==> config.mk <==
export PLATFORM = sky130hd
export DESIGN_NAME = fb_rect_fill
export DESIGN_NICKNAME = d
export VERILOG_FILES = /design/src/rtl/fb_rect_fill.sv
export SDC_FILE = /design/constraint.sdc
export NUM_CORES = 1
export LEC_CHECK = 0
export CAP_MARGIN = 20
export CORE_MARGIN = 3
export CORE_UTILIZATION = 35
export CTS_CLUSTER_SIZE = 14
export DETAILED_ROUTE_END_ITERATION = 6
export GPL_ROUTABILITY_DRIVEN = 0
export PLACE_DENSITY = 0.54
export SLEW_MARGIN = 20
export SYNTH_ARGS = -nofsm -noshare
export SYNTH_HDL_FRONTEND = slang
export SYNTH_SLANG_ARGS = --single-unit
==> constraint.sdc <==
create_clock -name clk -period 3.8 [get_ports clk]
set_clock_uncertainty 0.15 [all_clocks]
set_input_delay 0.76 -clock clk [delete_from_list [all_inputs] [get_ports clk]]
set_output_delay 0.76 -clock clk [all_outputs]
set_load 0.02 [all_outputs]
==> src/rtl/fb_rect_fill.sv <==
// Rectangle fill engine: clips a command to the frame buffer and streams
// one colour write per accepted cycle in row-major order.
`ifndef DISP_ADDR_WIDTH
`define DISP_ADDR_WIDTH 17
`endif

module fb_rect_fill #(
  parameter int FB_WIDTH  = 320,
  parameter int FB_HEIGHT = 240
) (
  input  logic                        clk,
  input  logic                        reset,
  input  logic                        cmd_valid,
  output logic                        cmd_ready,
  input  logic [8:0]                  cmd_x0,
  input  logic [7:0]                  cmd_y0,
  input  logic [8:0]                  cmd_w,
  input  logic [7:0]                  cmd_h,
  input  logic [11:0]                 cmd_color,
  output logic                        fb_write_en,
  output logic [`DISP_ADDR_WIDTH-1:0] fb_write_addr,
  output logic [11:0]                 fb_write_data,
  input  logic                        fb_write_ready,
  output logic                        busy,
  output logic                        done
);

  localparam int              AW       = `DISP_ADDR_WIDTH;
  localparam logic [9:0]      FBW      = 10'(FB_WIDTH);
  localparam logic [9:0]      FBH      = 10'(FB_HEIGHT);
  localparam logic [AW-1:0]   ROW_STEP = AW'(FB_WIDTH);

  typedef struct packed {
    logic [8:0]  x0;
    logic [7:0]  y0;
    logic [8:0]  w;
    logic [7:0]  h;
    logic [11:0] color;
  } rect_cmd_t;

  typedef enum logic [1:0] {IDLE, SETUP, FILL, DONE} state_t;

  state_t    state, state_nxt;
  rect_cmd_t cmd_q;
  logic [9:0]    x_end, y_end, cur_x, cur_y;
  logic [AW-1:0] row_base;

  // y*FB_WIDTH as a sum of shifted copies of y, one per set bit of the width
  function automatic logic [AW-1:0] row_mul(input logic [7:0] y);
    logic [AW-1:0] acc;
    acc = '0;
    for (int i = 0; i < AW; i++)
      if (((FB_WIDTH >> i) & 1) != 0) acc = acc + (AW'(y) << i);
    return acc;
  endfunction

  logic [9:0]    x_sum, y_sum, x_end_c, y_end_c;
  logic [AW-1:0] base_c;
  logic          empty_c;

  always_comb begin
    x_sum   = {1'b0, cmd_q.x0} + {1'b0, cmd_q.w};
    y_sum   = {2'b0, cmd_q.y0} + {2'b0, cmd_q.h};
    x_end_c = (x_sum > FBW) ? FBW : x_sum;
    y_end_c = (y_sum > FBH) ? FBH : y_sum;
    empty_c = ({1'b0, cmd_q.x0} >= FBW) || ({2'b0, cmd_q.y0} >= FBH) ||
              (cmd_q.w == 9'd0) || (cmd_q.h == 8'd0);
    base_c  = row_mul(cmd_q.y0);
  end

  logic wr_fire, x_last, y_last, last_px;

  always_comb begin
    wr_fire = fb_write_en && fb_write_ready;
    x_last  = (cur_x + 10'd1) == x_end;
    y_last  = (cur_y + 10'd1) == y_end;
    last_px = x_last && y_last;
  end

  always_ff @(posedge clk) begin
    if (reset) state <= IDLE;
    else       state <= state_nxt;
  end

  always_comb begin
    state_nxt = state;
    cmd_ready = 1'b0;
    busy      = 1'b1;
    done      = 1'b0;
    case (state)
      IDLE: begin
        cmd_ready = 1'b1;
        busy      = 1'b0;
        if (cmd_valid) state_nxt = SETUP;
      end
      SETUP:   state_nxt = empty_c ? DONE : FILL;
      FILL:    if (wr_fire && last_px) state_nxt = DONE;
      DONE: begin
        done      = 1'b1;
        state_nxt = IDLE;
      end
      default: state_nxt = IDLE;
    endcase
  end

  always_ff @(posedge clk) begin
    if (reset) begin
      cmd_q         <= '0;
      x_end         <= '0;
      y_end         <= '0;
      cur_x         <= '0;
      cur_y         <= '0;
      row_base      <= '0;
      fb_write_en   <= 1'b0;
      fb_write_addr <= '0;
      fb_write_data <= '0;
    end else begin
      case (state)
        IDLE: begin
          fb_write_en <= 1'b0;
          if (cmd_valid)
            cmd_q <= '{x0: cmd_x0, y0: cmd_y0, w: cmd_w, h: cmd_h, color: cmd_color};
        end
        SETUP: begin
          x_end         <= x_end_c;
          y_end         <= y_end_c;
          cur_x         <= {1'b0, cmd_q.x0};
          cur_y         <= {2'b0, cmd_q.y0};
          row_base      <= base_c;
          fb_write_addr <= base_c + AW'(cmd_q.x0);
          fb_write_data <= cmd_q.color;
          fb_write_en   <= !empty_c;
        end
        FILL: begin
          // Outputs only move once the current pixel has been taken.
          if (wr_fire) begin
            if (last_px) begin
              fb_write_en <= 1'b0;
            end else if (x_last) begin
              cur_x         <= {1'b0, cmd_q.x0};
              cur_y         <= cur_y + 10'd1;
              row_base      <= row_base + ROW_STEP;
              fb_write_addr <= row_base + ROW_STEP + AW'(cmd_q.x0);
            end else begin
              cur_x         <= cur_x + 10'd1;
              fb_write_addr <= fb_write_addr + AW'(1);
            end
          end
        end
        default: fb_write_en <= 1'b0;
      endcase
    end
  end

endmodule

---- Word-level counts from Yosys, hierarchy flattened ----
Index checks and enable logic that the tools add are counted.
word-level totals
  output and inout port bits .............. 33
  register bits ........................... 135
  bits of input ports ..................... 50
  word-level logic and storage cells ...... 82
operators by class
  reductions and logical operators ........ 16
  equality and inequality tests ........... 11
  add/subtract/negate cells ............... 9
  muxes and demuxes ....................... 28
  $lt $le $gt $ge ......................... 4
operators by type and width
  cell                                                                    count
  17-bit two-way mux                                                      6
  10-bit two-way mux                                                      7
  17-bit case mux with 2 select lines                                     2
  10-bit case mux with 2 select lines                                     2
  17-bit by 9-bit adder with 17-bit output                                2
  10-bit by 1-bit adder with 10-bit output (second input constant)        2
  10-bit == test                                                          2
  14-bit by 16-bit adder with 17-bit output                               1
  17-bit by 1-bit adder with 17-bit output (second input constant)        1
  17-bit by 9-bit adder with 17-bit output (second input constant)        1
  2-bit != test (second input constant)                                   6
  9-bit by 9-bit adder with 10-bit output                                 1
  10-bit by 9-bit > comparator with 1-bit output (second input constant)  1
  8-bit by 8-bit adder with 9-bit output                                  1
  9-bit greater-or-equal comparator (second input constant)               1
  9-bit by 8-bit > comparator with 1-bit output (second input constant)   1
  9-bit zero test                                                         1
  9-bit two-way mux                                                       1
  8-bit greater-or-equal comparator (second input constant)               1
  8-bit zero test                                                         1
  2-bit case mux with 4 select lines                                      1
  1-bit two-way mux                                                       6
  2-bit AND reduction                                                     3
  2-bit == test (second input constant)                                   2
  10 further kinds                                                        15

---- Logic depth before layout (Yosys ltp) ----
Gate-level depths: netlist (run 1).
  depth after elaboration ................. 6
  mapped depth ............................ 11
  gate-level depth less buffers ........... 11

---- Least setup slack after synthesis (run 1) ----
No wires, ideal clock.
  path kind ............................... register to register
  start ................................... register cur_y[0]
  end ..................................... register row_base[7]
  required time ........................... 3.518 ns
  clock period less this slack ............ 2.771 ns
  stages on the path, launching flop included .. 12
  setup time .............................. 0.132 ns
  path buffers ............................ 2
  path slack .............................. 1.029 ns
  data arrival time ....................... 2.489 ns
  cells stage by stage .................... dfxtp_1 ha_1 nand3_1 or3_1 and3b_1 o31a_1 a2111oi_4 buf_6 nor2_2 buf_2 a211oi_1 nor3_1
on the way
  word-level cells in the longest chain between the ends .. 5
RTL lines
  what                                      RTL line  text
  start, declared                           45        logic [9:0] x_end, y_end, cur_x, cur_y;
  start signal, assigned                    128       cur_y <= {2'b0, cmd_q.y0};
  start signal, assigned                    141       cur_y <= cur_y + 10'd1;
  10-bit by 1-bit adder with 10-bit output  76        y_last = (cur_y + 10'd1) == y_end;
  10-bit == test                            76
  1-bit logical AND                         77        last_px = x_last && y_last;
  2-bit != test (no line)                   n/a
  4-bit AND reduction (no line)             n/a
  end signal, assigned                      129       row_base <= base_c;
  end signal, assigned                      142       row_base <= row_base + ROW_STEP;
  end, declared                             46        logic [AW-1:0] row_base;
No other way between the ends.
A chain may end at the register's enable or synchronous reset.

---- Final worst setup path (run 1) ----
  start ................................... register cur_y[0]
  end ..................................... register row_base[15]
Same word-level chain as after synthesis.

==> reports/qor.csv, run 1 <==
metric,value,unit
drc,0,
hold_depth,2,
r2r-end,row_base[15]$_SDFFE_PP0P_,
synth_edf_count,0,
ctsHoldBuffers,0,
hold-worst-slack,0.303,ns
cpLargestDelayFamily,simple AND/OR/NAND/NOR gates,
die_x,157,um
dp_slack,0.497,ns
port-buffer-count,82,
clockBufferDepth,2,
cts_tree,built,
end_kind,flip-flop,
vias,7350,
hold_path.class,flip-flop to flip-flop,
cap_violations,0,
slowest_stage,a2111oi_4,
crit_type,flip-flop to flip-flop,
cp_common_cell,or3_1,
drv_slew,0,
r2r-start,cur_y[0]$_SDFFE_PP0P_,
grt_max_degree,58,
root_buffer,clkbuf_16,
dr.pass1.iters,5,
cpPeakStageDelay,0.54,ns
clk_latency,0.43,ns
pwr_density_cell,619,nW/um^2
mostFrequentLayoutCell,nand2_1,
post_cts_buffers,0,
cp.arrival,3.53,ns
grt_overflow,0,
place_area,9010,um^2
start_util,36.1,%
core,22100,um^2
synth_seq_area_share,32.1,%
async_reset_ff_share,0,%
wirelength,22600,um
syn_inst,1016,
dp.final_hpwl,16200,um
vias_per_cell,5.37,
syn_nets,1108,
ys_ff_latch,128,
die_area,24600,um^2
setup_slack,0.488,ns
fmax,302,MHz
timing.critical_path.to,row_base[15]$_SDFFE_PP0P_,
cp_max_fo,12,
htreeDepth,4,
critPathLaunch,cur_y[0]$_SDFFE_PP0P_,
die_h,157,um
grt_usage,18.6,%
drive_above_1_share,5.69,%
max_slew_margin,42.1,%
area_delta_synth_final,20.4,%
period_needed,3.31,ns
diodes,0,
worstPathCellList,ha_1 > nand3_1 > or3_1 > and3b_1 > o31a_1 > a2111oi_4 > nor2_2 > or3_1 > a21oi_1,
clock-sinks,128,
fin_crit_sh,87.2,%
synth_cell_type_count,78,
synth.avg_cell_area,7.85,um^2
grt_pass1_wl,36700,um
final_area,9600,um^2
finalSetupViolCount,0,
synthesis.area,7970,um^2
grt_pass1_vias,7012,
drt_iter0_markers,384,
startpoint_type,flip-flop,
r2r_cells,9,
cts_buffers,17,
rows,54,
rsz0062_at_grt,false,
required,4.02,ns
dp.cells,1337,
antenna_left,0,
worst_pin_slew,0.865,ns
peakVddDrop,291,uV
path_clk_slew,0.07,ns
synth_flop_cell,dfxtp_1,
cts_resized,0,
cp_num_buf_inv,0,
final_nets,1168,
tns,0,ns
crit_cells,9,
grt_antenna_before_repair,0,
hold_viol,0,
post_drt_wl_per_cell,16.5,um
reg2reg_slack,0.49,ns
layout_common_cells,"nand2_1, dfxtp_1, a21oi_1",
yosys_warnings,0,
stdcell_count,1369,
p_leak,3.55,nW
io_pins,83,
status,"finished, final reports clean",
==> worst register-to-register path, stage by stage, from the launching register on <==
cell	delay (ns)
dfxtp_1	0.45
ha_1	0.30
nand3_1	0.20
or3_1	0.34
and3b_1	0.18
o31a_1	0.31
a2111oi_4	0.54
nor2_2	0.23
or3_1	0.42
a21oi_1	0.14
==> cells in the mapped netlist, types with 26 or more instances <==
master / count / share of area (%)
nand2_1: 170 / 8.0
dfxtp_1: 128 / 32
a21oi_1: 93 / 5.8
nor2_1: 87 / 4.1
xnor2_1: 45 / 4.9
o21ai_0: 40 / 2.5
clkbuf_1: 39 / 1.8
ha_1: 38 / 6.0
nor3_1: 32 / 2.0
nand3_1: 29 / 1.8
a211oi_1: 28 / 2.6
xor2_1: 27 / 3.0
inv_1: 26 / 1.2
==> power breakdown <==
group | internal [mW] | leakage [nW] | switching, mW | total [mW]
sequential | 1.60 | 1.04 | 0.345 | 1.94
clock | 0.883 | 0.287 | 0.778 | 1.66
combinational | 0.954 | 2.22 | 1.39 | 2.34
==> logic make-up after synthesis <==
logic type               after synthesis  synth area share (%)
AO/OA/AOI/OAI                        266                  22.1
XOR/XNOR                              73                  8.11
adder cells (fa/ha/maj)               42                  6.97
buffers and inverters                 84                  4.44
flip-flops                           128                  32.1
multiplexers                          20                  2.53
other                                  1                0.0470
AND/OR/NAND/NOR                      402                  23.7
==> per-layer routing <==
layer	vias to the layer above	wire (um)	track usage [%]
li1	3749	-	-
met1	3399	11300	26.5
met2	175	9810	28.4
met3	27	1110	3.63
met4	0	371	5.88
met5	-	0	0
==> sequential cells by signal, summed over array words and instances (netlist names) <==
signal         count
cmd_q             46
cur_x             10
cur_y             10
fb_write_addr     17
fb_write_data     12
fb_write_en        1
row_base          11
state              2
x_end             10
y_end              9
==> worst min-delay path by stage <==
stage | from | endpoint | slack [ns]
after global routing | cmd_q[11]$_SDFFE_PP0P_ | cmd_q[11]$_SDFFE_PP0P_ | 0.32
after detailed placement | cmd_q[5]$_SDFFE_PP0P_ | cmd_q[5]$_SDFFE_PP0P_ | 0.30
after global placement | cmd_q[4]$_SDFFE_PP0P_ | cmd_q[4]$_SDFFE_PP0P_ | 0.29
final | cmd_q[11]$_SDFFE_PP0P_ | cmd_q[11]$_SDFFE_PP0P_ | 0.30
after floorplan | cmd_q[0]$_SDFFE_PP0P_ | cmd_q[0]$_SDFFE_PP0P_ | 0.29
after CTS | cmd_q[11]$_SDFFE_PP0P_ | cmd_q[11]$_SDFFE_PP0P_ | 0.31
==> area by class of cell <==
| class | count | area, um^2 |
|---|---|---|
| multi-input cells | 804 | 5060 |
| clock inverters | 15 | 165 |
| flip-flops and latches | 128 | 2560 |
| fillers | 2270 | 12500 |
| clock buffers | 17 | 425 |
| well taps | 280 | 350 |
| inverters | 26 | 97.6 |
| repair buffers | 99 | 946 |
==> per-stage QoR <==
stage | util (%) | total power [mW]
floorplan | - | 3.58
global placement | 40.8 | 4.32
detailed placement | 40.8 | 4.32
CTS | 43.5 | 5.99
global route | 43.5 | 6.35
finish | 43.5 | 5.95
No activity file was read; power rests on OpenSTA's default activity.
==> run 2: changes to the inputs <==
--- a/config.mk
+++ b/config.mk
@@ -11,7 +11,7 @@
 export CTS_CLUSTER_SIZE = 14
 export DETAILED_ROUTE_END_ITERATION = 6
 export GPL_ROUTABILITY_DRIVEN = 0
-export PLACE_DENSITY = 0.54
+export PLACE_DENSITY = 0.6
 export SLEW_MARGIN = 20
 export SYNTH_ARGS = -nofsm -noshare
 export SYNTH_HDL_FRONTEND = slang
==> run 2 against run 1 <==
Combinational power about the same. Sequential share of layout area is essentially flat. Register-to-register slack improved by 0.02 ns. Clock-buffer cell count grew 1. Cell count decreased by 0.22%. Die area unchanged. Highest routed layer unchanged.
==> reports/qor.csv, run 2 (synthesized netlist as in run 1, its figures left out) <==
metric,value,unit
setup_slack,0.507,ns
root_buffer,clkbuf_16,
hold_depth,2,
grt_antenna_before_repair,0,
largest_reg_flops,46,
slowest_stage,a2111oi_4,
p_comb_share,39.0,%
path_clk_slew,0.07,ns
vias_per_cell,5.44,
cts_buffers,17,
rsz0062_at_grt,false,
tns,0,ns
vias,7427,
cp_num_buf_inv,0,
worstPathCellList,ha_1 > nand3_1 > nor3_1 > xnor2_1 > nand4b_4 > a2111oi_4 > nor2_2 > or3_1 > a21oi_1,
area_delta_synth_final,20.2,%
ctsHoldBuffers,0,
drc,0,
diodes,0,
cts_resized,0,
cpLargestDelayFamily,simple AND/OR/NAND/NOR gates,
die_area,24600,um^2
routed.top_layer,met4,
finalSetupViolCount,0,
grt_pass1_vias,7090,
fmax,304,MHz
clk_latency,0.43,ns
htreeDepth,4,
stdcell_count,1366,
cp_max_fo,12,
cp.arrival,3.49,ns
dp.cells,1334,
drt_iter0_markers,389,
clock-sinks,128,
largest_registers,"cmd_q (46), fb_write_addr (17), fb_write_data (12)",
rows,54,
met2WireLength,9930,um
pwr-share-clk,28.2,%
clockBufferDepth,2,
antenna_left,0,
p_leak,3.54,nW
required,4.00,ns
end_kind,flip-flop,
cts_tree,built,
p_int,3.54,mW
wl_met3,1310,um
switching_share,40.8,%
regMostFlops,cmd_q,
dr.pass1.iters,5,
die_h,157,um
drv_slew,0,
nFillCells,2192,
dp_slack,0.547,ns
io_pins,83,
dp.final_hpwl,16100,um
peakVddDrop,301,uV
hold_viol,0,
grt_pass1_wl,37300,um
worst_pin_slew,0.830,ns
mostFrequentLayoutCell,nand2_1,
max_slew_margin,44.5,%
fin_crit_sh,86.7,%
die_x,157,um
reg2reg_slack,0.51,ns
r2r_cells,9,
met1_length,10900,um
hold_path.class,flip-flop to flip-flop,
cap_violations,0,
post_cts_buffers,0,
grt_max_degree,60,
startpoint_type,flip-flop,
fin_util,43.4,%
pwr_density_cell,624,nW/um^2
final_nets,1165,
cpPeakStageDelay,0.54,ns
core,22100,um^2
power_frac_seq,32.7,%
post_drt_wl_per_cell,16.4,um
period_needed,3.29,ns
crit_type,flip-flop to flip-flop,
layout_common_cells,"nand2_1, dfxtp_1, a21oi_1",
switching_power,2.44,mW
crit_cells,9,
power,5.98,mW
grt_usage,18.7,%
grt_overflow,0,
start_util,36.1,%
drive_above_1_share,5.34,%
port-buffer-count,82,
status,"finished, final reports clean",
wirelength,22500,um
[run 2: per-layer routing]
metal / GRT usage [%] / up-vias
met1: 26.0 / 3466
li1: - / 3736
met3: 4.15 / 24
met5: 0 / -
met2: 29.3 / 201
met4: 5.00 / 0
[run 2: worst paths after layout]
check,start,to
worst max-delay path,cur_x[0]$_SDFFE_PP0P_,row_base[15]$_SDFFE_PP0P_
worst max register to register,cur_x[0]$_SDFFE_PP0P_,row_base[15]$_SDFFE_PP0P_
worst min register to register,cmd_q[6]$_SDFFE_PP0P_,cmd_q[6]$_SDFFE_PP0P_
worst min-delay path,cmd_q[6]$_SDFFE_PP0P_,cmd_q[6]$_SDFFE_PP0P_
[run 2: area by class of cell]
type | instances | area [um^2] | share of cell area [%]
multi-input cells | 804 | 5060 | 52.7
flip-flops and latches | 128 | 2560 | 26.7
repair buffers | 96 | 923 | 9.63
clock buffers | 18 | 429 | 4.48
well taps | 280 | 350 | 3.65
clock inverters | 14 | 168 | 1.75
inverters | 26 | 97.6 | 1.02
[run 2: power by group through the flow]
stage               Combinational [mW]  Clock [mW]  Sequential [mW]
global route                      2.60        1.79             2.01
detailed placement                2.33           0             1.98
global placement                  2.31           0             1.98
CTS                               2.35        1.72             1.95
finish                            2.34        1.69             1.96
floorplan                         1.68           0             1.90
[run 2: through the flow]
| step | area (um^2) | hold WS [ns] |
|---|---|---|
| after floorplan | 7970 | 0.286 |
| after global placement | 8990 | 0.294 |
| after detailed placement | 8990 | 0.296 |
| after CTS | 9590 | 0.306 |
| after global routing | 9590 | 0.322 |
| final | 9590 | 0.306 |
[run 2: worst min-delay path, cell delays in order, from the launching register on]
cell,delay [ns]
dfxtp_1,0.31
nand2_1,0.05
a21oi_1,0.05
==> run 3: changes to the inputs <==
--- a/config.mk
+++ b/config.mk
@@ -12,7 +12,6 @@
 export DETAILED_ROUTE_END_ITERATION = 6
 export GPL_ROUTABILITY_DRIVEN = 0
 export PLACE_DENSITY = 0.6
-export SLEW_MARGIN = 20
 export SYNTH_ARGS = -nofsm -noshare
 export SYNTH_HDL_FRONTEND = slang
 export SYNTH_SLANG_ARGS = --single-unit
==> results of run 3 <==
Final layout, timing and power as in run 2 (identical DEF).
